**src/rtl/max_stream_gen.sv**
```systemverilog
// ---------------------------------------------------------------------------
// max_stream_gen
//   Initiator side of the find_max streaming protocol. On an accepted request
//   it emits a burst of len pseudo-random samples (from a 16-bit Galois LFSR),
//   framed by start. It tracks the running maximum of what it sent, then
//   waits for the sink's done_in strobe and compares the returned max_in with
//   that maximum. If the sink stays silent it gives up after TIMEOUT cycles.
//   Intended as an on-chip self-test source for find_max.
//
// Ports
//   clk          clock, all state on posedge
//   rst_n        asynchronous reset, active HIGH despite the name
//   go / len     burst request and burst length, sampled in IDLE only
//   load_seed    IDLE only: reload the LFSR from seed (0 -> LFSR_SEED)
//   seed         seed value for load_seed
//   start        frame to the sink, high for exactly len cycles
//   data_out     current sample while start=1, otherwise 0
//   done_in      sink result strobe (honoured in WAIT only)
//   max_in       sink's maximum, sampled together with done_in
//   busy         high in SEND / WAIT / REPORT
//   result_valid one-cycle verdict pulse
//   pass         sticky: max_in matched exp_max; cleared on accepted go
//   timeout      sticky: sink never answered; cleared on accepted go
//   exp_max      running unsigned max of emitted samples
//
// Handshake: there is no back-pressure on the sample stream. Every cycle
// with start=1 transfers one data_out sample. After start falls the sink
// answers with a single-cycle done_in, with max_in valid in that same cycle.
// The FSM state is held in state_q, which is readable for checkers.
// ---------------------------------------------------------------------------
module max_stream_gen #(
  parameter int          W         = 8,
  parameter int          LEN_W     = 16,
  parameter int          TIMEOUT   = 64,
  parameter logic [15:0] LFSR_SEED = 16'hACE1
) (
  input  logic             clk,
  input  logic             rst_n,
  input  logic             go,
  input  logic [LEN_W-1:0] len,
  input  logic             load_seed,
  input  logic [15:0]      seed,
  output logic             start,
  output logic [W-1:0]     data_out,
  input  logic             done_in,
  input  logic [W-1:0]     max_in,
  output logic             busy,
  output logic             result_valid,
  output logic             pass,
  output logic             timeout,
  output logic [W-1:0]     exp_max
);

  localparam int             WC_W      = $clog2(TIMEOUT + 1);
  localparam logic [WC_W-1:0] TIMEOUT_V = WC_W'(TIMEOUT);
  // Right-shift Galois feedback mask for x^16+x^14+x^13+x^11+1.
  localparam logic [15:0]    LFSR_MASK = 16'hB400;

  typedef enum logic [1:0] {
    S_IDLE   = 2'd0,
    S_SEND   = 2'd1,
    S_WAIT   = 2'd2,
    S_REPORT = 2'd3
  } state_t;

  state_t           state_q, state_d;
  logic [LEN_W-1:0] cnt_q;
  logic [WC_W-1:0]  wcnt_q;
  logic [15:0]      lfsr_q;
  logic [15:0]      lfsr_next;
  logic [W-1:0]     sample;
  logic             go_ok;

  assign go_ok     = go && (len != '0);
  assign sample    = lfsr_q[W-1:0];
  assign lfsr_next = lfsr_q[0] ? ((lfsr_q >> 1) ^ LFSR_MASK) : (lfsr_q >> 1);

  // Outputs are decoded from the registered state, so an asynchronous reset
  // drops start and data_out in the same cycle.
  assign start        = (state_q == S_SEND);
  assign data_out     = start ? sample : '0;
  assign busy         = (state_q != S_IDLE);
  assign result_valid = (state_q == S_REPORT);

  always_comb begin
    state_d = state_q;
    case (state_q)
      S_IDLE:   if (go_ok) state_d = S_SEND;
      S_SEND:   if (cnt_q == LEN_W'(1)) state_d = S_WAIT;
      S_WAIT:   if (done_in || (wcnt_q == TIMEOUT_V)) state_d = S_REPORT;
      S_REPORT: state_d = S_IDLE;
      default:  state_d = S_IDLE;
    endcase
  end

  always_ff @(posedge clk or posedge rst_n) begin
    if (rst_n) begin
      state_q <= S_IDLE;
      cnt_q   <= '0;
      wcnt_q  <= '0;
      lfsr_q  <= LFSR_SEED;
      exp_max <= '0;
      pass    <= 1'b0;
      timeout <= 1'b0;
    end else begin
      state_q <= state_d;
      case (state_q)
        S_IDLE: begin
          // The seed load happens in the go cycle too, so a combined
          // load_seed+go burst starts from the new seed.
          if (load_seed) lfsr_q <= (seed == '0) ? LFSR_SEED : seed;
          if (go_ok) begin
            cnt_q   <= len;
            exp_max <= '0;
            pass    <= 1'b0;
            timeout <= 1'b0;
          end
        end
        S_SEND: begin
          lfsr_q <= lfsr_next;
          if (sample > exp_max) exp_max <= sample;
          cnt_q  <= cnt_q - LEN_W'(1);
          // wcnt holds the 1-based index of the current WAIT cycle.
          wcnt_q <= WC_W'(1);
        end
        S_WAIT: begin
          // done_in takes priority, including on the final TIMEOUT cycle.
          if (done_in) begin
            pass <= (max_in == exp_max);
          end else if (wcnt_q == TIMEOUT_V) begin
            timeout <= 1'b1;
            pass    <= 1'b0;
          end else begin
            wcnt_q <= wcnt_q + WC_W'(1);
          end
        end
        default: ;
      endcase
    end
  end

endmodule

```
**config.mk**
```make
export PLATFORM = sky130hd
export DESIGN_NAME = max_stream_gen
export DESIGN_NICKNAME = d
export VERILOG_FILES = /design/src/rtl/max_stream_gen.sv
export SDC_FILE = /design/constraint.sdc
export NUM_CORES = 1
export LEC_CHECK = 0
export CAP_MARGIN = 15
export CORE_MARGIN = 5
export CORE_UTILIZATION = 35
export CTS_BUF_LIST = sky130_fd_sc_hd__clkbuf_4 sky130_fd_sc_hd__clkbuf_8 sky130_fd_sc_hd__clkbuf_16
export DETAILED_ROUTE_END_ITERATION = 10
export GPL_ROUTABILITY_DRIVEN = 0
export PLACE_DENSITY = 0.66
export SETUP_SLACK_MARGIN = 0.3
export SLEW_MARGIN = 20
export SYNTH_ARGS = -nofsm -noshare
export SYNTH_HDL_FRONTEND = slang
export SYNTH_SLANG_ARGS = --single-unit
```
**constraint.sdc**
```tcl
create_clock -name clk -period 2.9 [get_ports clk]
set_input_delay 0.29 -clock clk [delete_from_list [all_inputs] [get_ports clk]]
set_output_delay 0.29 -clock clk [all_outputs]
set_load 0.03 [all_outputs]
```
==> summary.txt <==
Outcome
  – Status: finished clean

Synth
  – Syn nets: 433
  – #FFs+latches synth: 51
  – Seq/Total Area, Yosys: 37.9%
  – FFs w/ async S/R, synth: 100%
  – Post-synth top flop: dfrtp_1
  – Syn. warnings: 0
  – Yosys cell types: 60
  – Post-synth EDFFs: 0
  – Syn Std Cell Area: 3390 um^2
  – Post-Synthesis Cells: 371
  – Avg Cell Area, Syn: 9.15 um^2

Critical path
  – Crit Path Max Fanout: 12
  – CP max-delay cell: clkdlybuf4s50_1
  – R2R Path End: exp_max[2]$_DFFE_PP0P_
  – CP startpoint: state_q[1]$_DFFE_PP0P_
  – Worst Path Arrival: 2.18 ns
  – WS Path Type: reg -> out
  – RR Startpoint: lfsr_q[0]$_DFFE_PP1P_
  – Worst EP required: 2.61 ns
  – Worst-case reg-to-reg path depth: 7
  – Critical Path End Type: output port
  – Slowest stage delay, CP: 0.67 ns
  – Worst Setup EP: data_out[5]
  – Flop2flop setup slack: 0.48 ns
  – Nature of the critical path startpoint: register
  – Worst-path cell chain: inv_1 -> ha_2 -> buf_4 -> and2_1 -> clkdlybuf4s50_1

Route
  – Initial drt markers: 103
  – DRC viols: 0
  – Post-route ant nets: 0
  – Wire per inst: 15.7 um
  – TritonRoute pass-1 iters: 4
  – Final wirelength: 8960 um
  – Vias/cell: 5.38
  – Via count: 3063

Clock network
  – CTS tree: built
  – CTS buffer count: 5
  – Root Driver: clkbuf_8
  – CTS hold repair buffers: 0
  – CTS clk-pin slew, worst paths: 0.10 ns
  – Longest Clk Path Bufs: 2
  – Worst skew pair latency: 0.30 ns
  – CTS HTree Levels: 2
  – CTS sink count: 51

Floorplan
  – Core Region: 9590 um^2
  – Die span in y: 108 um
  – Rows: 36
  – Die width: 108 um
  – Starting Density: 35.4%
  – Die ar.: 11800 um^2
  – Ports: 66

Global routing
  – Gr usage total: 15.7%
  – Largest net degree at the start of global routing: 33
  – Initial antenna violation count: 0
  – First-pass GRT wire length: 14900 um
  – Grt ovf: 0
  – Vias in the first global route: 2967

Cells and area
  – Commonest non-fill, non-tap cell in the layout: clkdlybuf4s50_1
  – Commonest non-fill, non-tap cells in the layout: 62 x clkdlybuf4s50_1, 43 x dfrtp_1, 28 x o21ai_0
  – # nets final: 497
  – Final Non-Filler Cells: 569
  – Share of cells above drive strength 1: 12.8%
  – Area added between synthesis and finish: 28.6%
  – Diode count: 0

Job
  – Max-Cap Viols: 0

Placed design
  – Post-DP HPWL: 6890 um
  – Dpl cells: 561
  – IO Port Bufs: 65

Pwr
  – LEAKAGE: 1.76 nW
  – P per Cell Area: 401 nW/um^2
  – Max VDD drop: 0.200 mV

Timing
  – Setup TNS: 0 ns
  – RSZ-0062 raised after global routing: false
  – Final hold vios: 0
  – Slew HR: 40.8%
  – Endpoints failing setup: 0
  – Fin crit share: 85.1%
  – Fmax: 405 MHz
  – Final Max Tran Viols: 0
  – Clk_skew: 0.0104 ns
  – Worst-margin pin slew: 0.888 ns
  – Minimum hold slack: 0.355 ns
  – Tmin final: 2.47 ns

Hold path
  – Hold Crit Class: in -> async
## layout make-up
type                    instances  area [um^2]
clock buffers                   6         76.3
clock inverters                 2         60.1
fillers                       923         5230
inverters                      18         67.6
multi-input cells             281         1950
flip-flops and latches         51         1290
well taps                     133          166
repair buffers                 78          759
## critical path: cells and delay by family (launching register included)
kind,cells,cell delay [ns]
adder cells (fa/ha/maj),1,0.28
buffers and inverters,3,1.00
flip-flops,1,0.42
AND/OR/NAND/NOR,1,0.17
## cells by family (layout without fill, tap and decap cells)
family / after synthesis / count (layout) / synth area share (%)
mux: 10 / 10 / 3.21
buf+inv: 39 / 104 / 4.90
fa+ha+maj: 17 / 17 / 6.27
compound gates: 117 / 117 / 23.8
flops: 51 / 51 / 37.9
simple gates: 120 / 120 / 19.5
xor+xnor: 17 / 17 / 4.39
## state kept, by name, indices dropped and copies added (netlist names)
signal   flops
cnt_q       16
exp_max      8
lfsr_q      16
pass         1
state_q      2
timeout      1
wcnt_q       7
## power by group
part	internal [mW]	switching (mW)	total (mW)	leakage, nW
combinational	0.161	0.135	0.296	1.08
sequential	0.760	0.0950	0.855	0.610
clock	0.355	0.244	0.598	0.0688
total	1.28	0.474	1.75	1.76
## per-layer routing
layer	part of all wire (%)	global-route usage, %	wire length (um)
met3	4.5	2.33	402
met5	0	0	0
met2	49	26.3	4390
met1	45	21.3	4050
met4	1.3	4.06	112
## through the flow
stage	worst slack (ns)	utilization (%)	power, mW	instance area, um^2
after detailed placement	0.218	44.0	1.16	4220
after global routing	0.329	45.5	1.83	4360
after floorplan	0.415	-	1.02	3390
final	0.433	45.5	1.75	4360
after global placement	0.230	44.0	1.15	4220
after CTS	0.386	45.5	1.76	4360
## cells in the mapped netlist (3+ instances only)
master     n  area, um^2
and3_1     3        18.8
inv_1     18        67.6
o211ai_2   6        75.1
buf_1      3        11.3
o22ai_1   15        93.8
dfstp_2    8         210
xor2_1    10        87.6
dfrtp_1   43        1080
a21oi_1   25         125
mux2i_1    6        60.1
o21ai_1    6        30.0
or4_1      4        30.0
xnor2_1    7        61.3
nor2_1    26        97.6
nand4_1    4        25.0
nand2_1   27         101
nor4_1    10        62.6
o21ai_0   28         140
o221a_2    6        67.6
or3_1      4        25.0
nand3_1    7        35.0
and2_1     8        50.1
clkbuf_1  14        52.6
nor3_1     8        40.0
nor4b_1    4        35.0
ha_1      17         213
o211ai_1   6        45.0
a211oi_1   7        52.6
## worst min-delay path by stage
stage,slack [ns],endpoint,cells after the start
final,0.36,lfsr_q[4]$_DFFE_PP0P_,2
after global routing,0.41,lfsr_q[4]$_DFFE_PP0P_,2
after CTS,0.37,lfsr_q[4]$_DFFE_PP0P_,2
after detailed placement,0.48,lfsr_q[8]$_DFFE_PP0P_,2
after global placement,0.46,lfsr_q[8]$_DFFE_PP0P_,2
after floorplan,0.43,cnt_q[3]$_DFFE_PP0P_,2
## repair_timing
action / 4_1_cts / 5_1_grt
setup buffers: 0 / 0
resized for setup: 2 / 1
setup endpoints to repair: 2 / 1
No activity file was read; power rests on OpenSTA's default activity.
